===== config.mk =====
export PLATFORM = sky130hd
export DESIGN_NAME = axi_mem_tester
export DESIGN_NICKNAME = d
export VERILOG_FILES = /design/src/rtl/axi_mem_tester.sv
export SDC_FILE = /design/constraint.sdc
export NUM_CORES = 1
export LEC_CHECK = 0
export CORE_MARGIN = 1.5
export CORE_UTILIZATION = 30
export DETAILED_ROUTE_END_ITERATION = 16
export PLACE_DENSITY_LB_ADDON = 0.3
export SYNTH_ARGS = -nofsm -noshare
export SYNTH_HDL_FRONTEND = slang
export SYNTH_SLANG_ARGS = --single-unit

===== constraint.sdc =====
create_clock -name mig_clk -period 6 [get_ports mig_clk]
set_input_delay 0.6 -clock mig_clk [delete_from_list [all_inputs] [get_ports mig_clk]]
set_output_delay 0.6 -clock mig_clk [all_outputs]
set_load 0.01 [all_outputs]

===== src/rtl/axi_mem_tester.sv =====
// AXI4 DDR memory tester: writes num_bursts INCR bursts of a seeded address pattern,
// reads them back, and reports the error count and the first failing address.
module axi_mem_tester #(
    parameter int DW          = 128,
    parameter int AW          = 32,
    parameter int BURST_BEATS = 16
) (
    input  logic            mig_clk,
    input  logic            mig_rst,
    input  logic            init_calib_complete,
    input  logic            start,
    input  logic [31:0]     seed,
    input  logic [AW-1:0]   base_addr,
    input  logic [15:0]     num_bursts,
    output logic            busy,
    output logic            done,
    output logic            pass,
    output logic [15:0]     err_count,
    output logic [AW-1:0]   first_err_addr,
    output logic [AW-1:0]   m_axi_awaddr,
    output logic [7:0]      m_axi_awlen,
    output logic [2:0]      m_axi_awsize,
    output logic [1:0]      m_axi_awburst,
    output logic            m_axi_awvalid,
    input  logic            m_axi_awready,
    output logic [DW-1:0]   m_axi_wdata,
    output logic [DW/8-1:0] m_axi_wstrb,
    output logic            m_axi_wlast,
    output logic            m_axi_wvalid,
    input  logic            m_axi_wready,
    input  logic [1:0]      m_axi_bresp,
    input  logic            m_axi_bvalid,
    output logic            m_axi_bready,
    output logic [AW-1:0]   m_axi_araddr,
    output logic [7:0]      m_axi_arlen,
    output logic [2:0]      m_axi_arsize,
    output logic [1:0]      m_axi_arburst,
    output logic            m_axi_arvalid,
    input  logic            m_axi_arready,
    input  logic [DW-1:0]   m_axi_rdata,
    input  logic [1:0]      m_axi_rresp,
    input  logic            m_axi_rlast,
    input  logic            m_axi_rvalid,
    output logic            m_axi_rready
);

    localparam int BEAT_W = $clog2(BURST_BEATS);
    localparam logic [AW-1:0] BEAT_BYTES  = AW'(16);
    localparam logic [AW-1:0] BURST_BYTES = AW'(BURST_BEATS * 16);

    typedef enum logic [2:0] {
        IDLE    = 3'd0,
        WR_ADDR = 3'd1,
        WR_DATA = 3'd2,
        WR_RESP = 3'd3,
        RD_ADDR = 3'd4,
        RD_DATA = 3'd5,
        DONE    = 3'd6
    } state_t;

    function automatic logic [DW-1:0] beat_pattern(input logic [AW-1:0] addr, input logic [31:0] s);
        logic [31:0] a32;
        a32 = 32'(addr);
        return {4{a32 ^ s}};
    endfunction

    function automatic logic [15:0] sat_inc(input logic [15:0] v);
        return (v == 16'hFFFF) ? v : v + 16'd1;
    endfunction

    state_t              state_q, state_d;
    logic                awvalid_q, wvalid_q, bready_q, arvalid_q, rready_q, busy_q, done_q;
    logic                awvalid_d, wvalid_d, bready_d, arvalid_d, rready_d, busy_d, done_d;
    logic [15:0]         err_count_q;
    logic [AW-1:0]       first_err_addr_q;
    logic [31:0]         seed_q;
    logic [AW-1:0]       base_q, burst_addr_q, beat_addr_q;
    logic [15:0]         nb_q, burst_cnt_q;
    logic [BEAT_W-1:0]   beat_cnt_q;
    logic                start_ok, aw_hs, w_hs, b_hs, ar_hs, r_hs;
    logic                last_beat, last_burst, rd_bad, err_hit;
    logic [AW-1:0]       err_addr;

    assign start_ok   = start && init_calib_complete && (state_q == IDLE || state_q == DONE);
    assign aw_hs      = awvalid_q && m_axi_awready;
    assign w_hs       = wvalid_q && m_axi_wready;
    assign b_hs       = bready_q && m_axi_bvalid;
    assign ar_hs      = arvalid_q && m_axi_arready;
    assign r_hs       = rready_q && m_axi_rvalid;
    assign last_beat  = (beat_cnt_q == BEAT_W'(BURST_BEATS - 1));
    assign last_burst = (burst_cnt_q == nb_q - 16'd1);

    // State register; every valid/ready is a flop loaded from the next state.
    always_ff @(posedge mig_clk or posedge mig_rst) begin
        if (mig_rst) begin
            state_q          <= IDLE;
            awvalid_q        <= 1'b0;
            wvalid_q         <= 1'b0;
            bready_q         <= 1'b0;
            arvalid_q        <= 1'b0;
            rready_q         <= 1'b0;
            busy_q           <= 1'b0;
            done_q           <= 1'b0;
            err_count_q      <= 16'd0;
            first_err_addr_q <= '0;
        end else begin
            state_q   <= state_d;
            awvalid_q <= awvalid_d;
            wvalid_q  <= wvalid_d;
            bready_q  <= bready_d;
            arvalid_q <= arvalid_d;
            rready_q  <= rready_d;
            busy_q    <= busy_d;
            done_q    <= done_d;
            if (start_ok) begin
                err_count_q      <= 16'd0;
                first_err_addr_q <= '0;
            end else if (err_hit) begin
                err_count_q <= sat_inc(err_count_q);
                if (err_count_q == 16'd0)
                    first_err_addr_q <= err_addr;
            end
        end
    end

    always_comb begin
        state_d = state_q;
        case (state_q)
            IDLE, DONE: if (start_ok) state_d = (num_bursts == 16'd0) ? DONE : WR_ADDR;
            WR_ADDR:    if (aw_hs) state_d = WR_DATA;
            WR_DATA:    if (w_hs && last_beat) state_d = WR_RESP;
            WR_RESP:    if (b_hs) state_d = last_burst ? RD_ADDR : WR_ADDR;
            RD_ADDR:    if (ar_hs) state_d = RD_DATA;
            RD_DATA:    if (r_hs && last_beat) state_d = last_burst ? DONE : RD_ADDR;
            default:    state_d = IDLE;
        endcase
    end

    always_comb begin
        awvalid_d = (state_d == WR_ADDR);
        wvalid_d  = (state_d == WR_DATA);
        bready_d  = (state_d == WR_RESP);
        arvalid_d = (state_d == RD_ADDR);
        rready_d  = (state_d == RD_DATA);
        busy_d    = !(state_d == IDLE || state_d == DONE);
        done_d    = (state_d == DONE);
    end

    // Data mismatch, bad rresp and misplaced rlast on one beat collapse into one error.
    always_comb begin
        rd_bad   = (m_axi_rdata != beat_pattern(beat_addr_q, seed_q)) ||
                   (m_axi_rresp != 2'b00) || (m_axi_rlast != last_beat);
        err_hit  = 1'b0;
        err_addr = beat_addr_q;
        if (b_hs && m_axi_bresp != 2'b00) begin
            err_hit  = 1'b1;
            err_addr = burst_addr_q;
        end
        if (r_hs && rd_bad) begin
            err_hit  = 1'b1;
            err_addr = beat_addr_q;
        end
    end

    // Run context is loaded on every accepted start, so it needs no reset.
    always_ff @(posedge mig_clk) begin
        if (start_ok) begin
            seed_q       <= seed;
            nb_q         <= num_bursts;
            base_q       <= base_addr & ~AW'(8'hFF);
            burst_addr_q <= base_addr & ~AW'(8'hFF);
            beat_addr_q  <= base_addr & ~AW'(8'hFF);
            burst_cnt_q  <= 16'd0;
            beat_cnt_q   <= '0;
        end else begin
            if (w_hs || r_hs) begin
                beat_addr_q <= beat_addr_q + BEAT_BYTES;
                beat_cnt_q  <= last_beat ? '0 : beat_cnt_q + 1'b1;
            end
            if (b_hs) begin
                if (last_burst) begin
                    burst_addr_q <= base_q;
                    beat_addr_q  <= base_q;
                    burst_cnt_q  <= 16'd0;
                end else begin
                    burst_addr_q <= burst_addr_q + BURST_BYTES;
                    burst_cnt_q  <= burst_cnt_q + 16'd1;
                end
            end
            if (r_hs && last_beat) begin
                burst_addr_q <= burst_addr_q + BURST_BYTES;
                burst_cnt_q  <= burst_cnt_q + 16'd1;
            end
        end
    end

    assign busy           = busy_q;
    assign done           = done_q;
    assign pass           = done_q && (err_count_q == 16'd0);
    assign err_count      = err_count_q;
    assign first_err_addr = first_err_addr_q;

    assign m_axi_awaddr   = burst_addr_q;
    assign m_axi_awlen    = 8'(BURST_BEATS - 1);
    assign m_axi_awsize   = 3'b100;
    assign m_axi_awburst  = 2'b01;
    assign m_axi_awvalid  = awvalid_q;
    assign m_axi_wdata    = beat_pattern(beat_addr_q, seed_q);
    assign m_axi_wstrb    = '1;
    assign m_axi_wlast    = last_beat;
    assign m_axi_wvalid   = wvalid_q;
    assign m_axi_bready   = bready_q;
    assign m_axi_araddr   = burst_addr_q;
    assign m_axi_arlen    = 8'(BURST_BEATS - 1);
    assign m_axi_arsize   = 3'b100;
    assign m_axi_arburst  = 2'b01;
    assign m_axi_arvalid  = arvalid_q;
    assign m_axi_rready   = rready_q;

endmodule


* After elaboration in Yosys (flattened, before gate mapping)
Cells that the tools add are included.
** Storage, ports and cells
- Output and inout port bits :: 291
- Word-level logic and storage cells :: 107
- Register bits :: 214
** Cells by class
- Add/subtract/negate cells :: 6
- Equality and inequality tests :: 18
- Multiplexer cells :: 32
- Reductions and logical operators :: 31
- Bitwise gates (word level) :: 1
** Operators with widths (number)
- 2-to-1 mux 32 bit :: 13
- != test 128 bit :: 1
- 2-to-1 mux 16 bit :: 6
- adder 16 x 1 -> 16 bit, second input constant :: 2
- adder 32 x 5 -> 32 bit, second input constant :: 1
- adder 32 x 9 -> 32 bit, second input constant :: 1
- logical NOT 16 bit :: 2
- XOR 32 bit :: 1
- 2-to-1 mux 3 bit :: 8
- equality test 3 bit, second input constant :: 6
- case mux 3 bit (6 select lines) :: 1
- equality test 16 bit :: 1
- equality test 16 bit, second input constant :: 1
- subtractor 16 x 1 -> 16 bit, second input constant :: 1
- equality test 3 x 2 -> 1 bit, second input constant :: 4
- logical AND 1 bit :: 12
- nonzero test 2 bit :: 5
- equality test 3 x 1 -> 1 bit, second input constant :: 2
- logical NOT 3 bit :: 2
- logical OR 1 bit :: 5
- adder 4 x 1 -> 4 bit, second input constant :: 1
- equality test 4 bit, second input constant :: 1
- 2-to-1 mux 4 bit :: 1
- AND reduction 2 bit :: 2
- other kinds (7) :: 8

* Depth between registers and ports, before layout
- Depth in word-level cells :: 9
- Mapped depth :: 14
- Mapped depth without buffers :: 11

* Worst setup path before layout
No wires, ideal clock.
- Path kind :: reg2reg
- From :: register state_q[1]
- To :: register base_q[10], enable pin
- Cell stages (with the launch flop) :: 7
- Required time :: 5.535 ns
- Setup time :: 0.465 ns
- Path buffers :: 3
- Period minus slack after synthesis :: 4.274 ns
- Setup slack :: 1.726 ns
- Data arrival time :: 3.810 ns
- Cells stage by stage :: dfrtp_1 -> clkbuf_1 -> nor2b_1 -> or4_1 -> inv_1 -> clkbuf_1 -> clkbuf_1
** On the way
- Longest elaborated chain between the ends :: 3
** RTL lines
- from (decl) :: RTL line 71 : state_t state_q, state_d;
- from (signal assigned) :: RTL line 107 : state_q <= state_d;
- equality test 3 bit / logical NOT 3 bit (equally long branches) :: RTL line 84 : assign start_ok = start && init_calib_complete && (state_q == IDLE || state_q == DONE);
- logical OR 1 bit (*) :: RTL line 84
- logical AND 1 bit (*) :: RTL line 84
- via start_ok :: RTL line 80 : logic start_ok, aw_hs, w_hs, b_hs, ar_hs, r_hs;
- to (signal assigned) :: RTL line 170 : base_q <= base_addr & ~AW'(8'hFF);
- to (decl) :: RTL line 77 : logic [AW-1:0] base_q, burst_addr_q, beat_addr_q;
The timed path passes the listed nets; every way through them passes the cells marked *.
A chain may end at the register's enable or synchronous reset.

* Worst setup path after layout
- From :: register beat_addr_q[25]
- To :: register first_err_addr_q[31] (netlist: first_err_addr[31])
** On the way
- Longest elaborated chain between the ends :: 9
** RTL lines
- from (decl) :: RTL line 77
- from (signal assigned) :: RTL line 172 : beat_addr_q <= base_addr & ~AW'(8'hFF);
- from (signal assigned) :: RTL line 177 : beat_addr_q <= beat_addr_q + BEAT_BYTES;
- from (signal assigned) :: RTL line 183 : beat_addr_q <= base_q;
- XOR 32 bit (*) :: RTL line 64 : return {4{a32 ^ s}};
- != test 128 bit (*) :: RTL line 151 : rd_bad = (m_axi_rdata != beat_pattern(beat_addr_q, seed_q)) ||
- logical OR 1 bit (*) :: RTL line 151
- logical OR 1 bit (*) :: RTL line 152 : (m_axi_rresp != 2'b00) || (m_axi_rlast != last_beat);
- logical AND 1 bit (*) :: RTL line 159 : if (r_hs && rd_bad) begin
- 2-to-1 mux 32 bit :: RTL line 159
- 2-to-1 mux 32 bit :: RTL line 120 : if (err_count_q == 16'd0)
- 2-to-1 mux 32 bit :: RTL line 118 : end else if (err_hit) begin
- 2-to-1 mux 32 bit :: RTL line 115 : if (start_ok) begin
- to (signal assigned) :: RTL line 121 : first_err_addr_q <= err_addr;
- to (decl) :: RTL line 75 : logic [AW-1:0] first_err_addr_q;
Every way passes the cells marked *; elsewhere a longest branch is shown, timed or not. The select of a mux whose other input is x is not followed.

==> implementation parameters <==
Parameter                              Value

Synth
  Post-synthesis xor/xnor area fraction    11.9%
  Main combinational cell family by area after synthesis    simple AND/OR/NAND/NOR gates
  Simple logic cell fraction of the synthesized area    approximately 16%
  Share of flip-flops with an asynchronous set or reset    27.1%
  Share of synthesized cell area in full adder, half adder and majority cells    0.648%
  Sequential-to-total area share from yosys stat    between 40% and 50%
  Synthesized netlist cell count    between 1000 and 1500
  Most common library cells after synthesis    172 x buf_4, 124 x nand2_1, 105 x nor2_1, 96 x edfxtp_1, 84 x xnor2_1
  Synth top area cells    edfxtp_1 21%, dfrtp_1 11%, buf_4 9.6%
  Post-Synthesis Mean Instance Area    9.72 um^2
  EDFF count, synth    between 90 and 100
  Cell with the most instances after synthesis    buf_4
  Portion of netlist area occupied by mux cells    3.93%
  Synth Area in Compound Gates    13.4%
  Share of the synthesized area in the top cell type    between 20% and 30%
  Yosys warnings    0
  Post-synthesis cell type count    77
  Cell taking the most area after synthesis    edfxtp_1
  Most common flop cell mapped by yosys    edfxtp_1
  Number of flip-flops and latches in the synthesized netlist    between 200 and 250
  Mapped Area    13500 um^2

Detailed routing
  Total wire length    between 50000 and 60000 um
  DRC violation count after routing    0
  Post-detailed-route wirelength per cell    21.8 um
  Post-DR vias/cell    between 4 and 5
  Routed Antenna Nets    0
  Number of iterations in the first detailed-routing pass    5
  Starting DRT DRC Count    approximately 800
  Total vias in the final route    approximately 12000

Layout
  Fillers    4319
  Number of nets in the finished design    around 1900
  Share of post-route cells with drive strength above 1    approximately 6.7%
  Register area    ~5500 um^2
  Synth-to-Final Area Change    36.7%
  Combined area of the multi-input logic cells    about 6400 um^2
  Finished Layout Cells    approximately 2300

Timing
  Pins over their slew limit    0
  Setup total negative slack    0 ns
  Transition time at the pin with the least slew margin    roughly 1.1 ns
  Unrepaired setup endpoints after global routing    false
  Fmax    ~230 MHz
  Post-layout minimum cycle time    4.40 ns
  Normalized max-slew margin    27.6%
  Final period util    about three quarters
  Final setup violation count    0
  Worst Skew    0.0231 ns
  Final number of hold-violating endpoints    0

Clock network
  Post-cts hold buffer count    0
  Number of levels in the clock H-tree    1
  Clock-pin transition on the worst setup and hold timing paths    about 0.060 ns
  Clk Latency, worst-skew pair    between 0.5 and 0.6 ns
  CTS tree    built
  Buffer count from post-CTS setup fixing    0
  Root buffer selected by CTS    clkbuf_16
  Total clock buffers created by CTS    25
  Clock sinks    ~210
  Maximum count of clock buffers along a single path    3
  Post-cts resize count    0

Outcome
  Run status    completed

Setup path
  Depth of the worst register-to-register path    11
  Critical path startpoint category    register
  Required time of the critical path    6.41 ns
  Critical path peak fanout    22
  Endpoint arrival time on the critical path    slightly below 5 ns
  Critical path, cell by cell    xnor2_1, inv_1, nor3_1, o2111ai_1, a2111oi_0, nand4_1, nor4b_4, a211oi_4, buf_4, o221ai_1, nor2_1
  Peak per-stage delay on the critical path    between 0.6 and 0.7 ns
  CP endpoint kind    register
  Category of the critical setup timing path    reg -> reg
  Critical-path cell with the highest stage delay    xnor2_1

Place
  Cells after DPL    ~2300
  Routability congestion estimate from global placement    about 0.89
  Post-detailed-placement half-perimeter wirelength    39200 um
  I/O Buffers    462

Hold path
  Path class of the lowest-slack min-delay path    reg -> reg
  Hold path depth    2

Floorplan
  Floorplan row count    77
  Area of the die    around 46000 um^2
  Number of ports placed on the die boundary    between 500 and 600
  Starting density of the core    between 30% and 40%
  Total core area    44300 um^2
  Die X    about 220 um
  Die height    between 200 and 250 um

Global route
  Number of global-route vias before repair    approximately 11000
  Remaining global-route overflow    0
  Pin count of the biggest net entering global routing    76
  Global router's overall resource usage    21.0%
  Antenna violations before repair    7
  First-pass GRT wire length    between 70000 and 80000 um

Run
  Max Cap Viol    0

Pwr
  Power density cells    between 200 and 300 nW/um^2
  Peak VDD IR    0.174 mV
  P_leak    7.00 nW
## layout make-up
class | instances | share of cell area, %
antenna | 4 | 0.0542
sequential | 214 | 30.0
inverter | 44 | 0.921
multi-input combinational | 944 | 34.8
tap | 592 | 4.01
clock inverter | 10 | 0.684
clock buffer | 36 | 3.77
timing repair buffer | 480 | 25.8
## kinds of logic after synthesis
| group | count (synthesis) |
|---|---|
| and+or+nand+nor | 443 |
| buffers and inverters | 273 |
| AOI/OAI and AO/OA | 238 |
| DFF | 214 |
| xor gates and xnor gates | 161 |
| muxes | 53 |
| adders and majority gates | 7 |
| other | 2 |
## power by group
group          internal (W)  switching, W  total (W)  leakage (nW)
Clock              0.000934      0.000624    0.00156         0.405
Combinational      0.000961      0.000758    0.00172          4.53
Sequential          0.00173      0.000265    0.00200          2.07
## sequential cells by signal, indices dropped and copies added, names as in the netlist, named ones only
| register | flops |
|---|---|
| beat_cnt_q | 4 |
| m_axi_awvalid | 1 |
| m_axi_rready | 1 |
| done | 1 |
| busy | 1 |
| m_axi_arvalid | 1 |
| beat_addr_q | 28 |
| err_count | 16 |
| first_err_addr | 32 |
| burst_cnt_q | 16 |
| m_axi_wvalid | 1 |
| m_axi_bready | 1 |
| seed_q | 32 |
| nb_q | 16 |
| state_q | 3 |
| m_axi_araddr | 24 |
| base_q | 24 |
## worst paths after layout
| kind | slack (ns) | startpoint | to |
|---|---|---|---|
| max | 1.60 | beat_addr_q[25]$_DFF_P_ | first_err_addr[31]$_DFFE_PP0P_ |
| min | 0.47 | beat_cnt_q[1]$_SDFFE_PP0N_ | beat_cnt_q[1]$_SDFFE_PP0N_ |
| min in group asynchronous | 0.64 | mig_rst | first_err_addr[3]$_DFFE_PP0P_ |
| max in group asynchronous | 4.79 | mig_rst | first_err_addr[22]$_DFFE_PP0P_ |
| min reg2reg | 0.47 | beat_cnt_q[1]$_SDFFE_PP0N_ | beat_cnt_q[1]$_SDFFE_PP0N_ |
| max reg2reg | 1.60 | beat_addr_q[25]$_DFF_P_ | first_err_addr[31]$_DFFE_PP0P_ |
## metal layers
layer  vias up  global-route usage [%]  share of wire (%)
li1       5402                       -                  -
met1      5687                    30.5                 47
met2       440                    32.1                 44
met3        59                    4.32                7.0
met4         8                    4.22                2.1
met5         -                       0               0.11
## worst max-delay path: cells and delay by family, from the launching register on
| kind | cells | cell delay (ns) |
|---|---|---|
| XOR/XNOR | 1 | 0.66 |
| AND/OR/NAND/NOR | 4 | 1.35 |
| buffers and inverters | 2 | 0.69 |
| AO/OA/AOI/OAI | 4 | 1.11 |
| flip-flops | 1 | 0.42 |
## stage by stage
stage	hold WS, ns	total power (W)	area (um^2)	setup slack (ns)	utilization [%]
global route	0.497	0.00551	18500	1.32	41.7
detailed placement	0.468	0.00374	17600	1.66	39.8
global placement	0.459	0.00372	17600	1.70	39.8
finish	0.471	0.00527	18500	1.60	41.7
floorplan	0.448	0.00290	13700	1.73	-
CTS	0.475	0.00532	18500	1.65	41.7
## cell usage in the layout (no fill, tap or decap), types with 6 or more instances in the layout
cell type and instances:
a21oi_1 27, o221ai_2 30, inv_1 39, nand4_1 36
nand3_1 39, nand2b_1 13, o21ai_1 61, edfxtp_1 96
or3_1 10, xnor2_1 84, clkdlybuf4s50_1 462, and3_1 18
clkbuf_16 25, xnor3_1 11, xor2_1 62, buf_4 18
nor2_1 105, dfrtp_1 58, o21ai_0 13, dfxtp_1 60
mux2i_1 53, o211ai_1 6, clkbuf_1 8, and2_1 17
ha_1 7, nor3_1 24, nor3b_1 7, nor4_1 18
nand2_1 123, o22ai_1 41, conb_1 42
(Power assumes the default switching activity.)
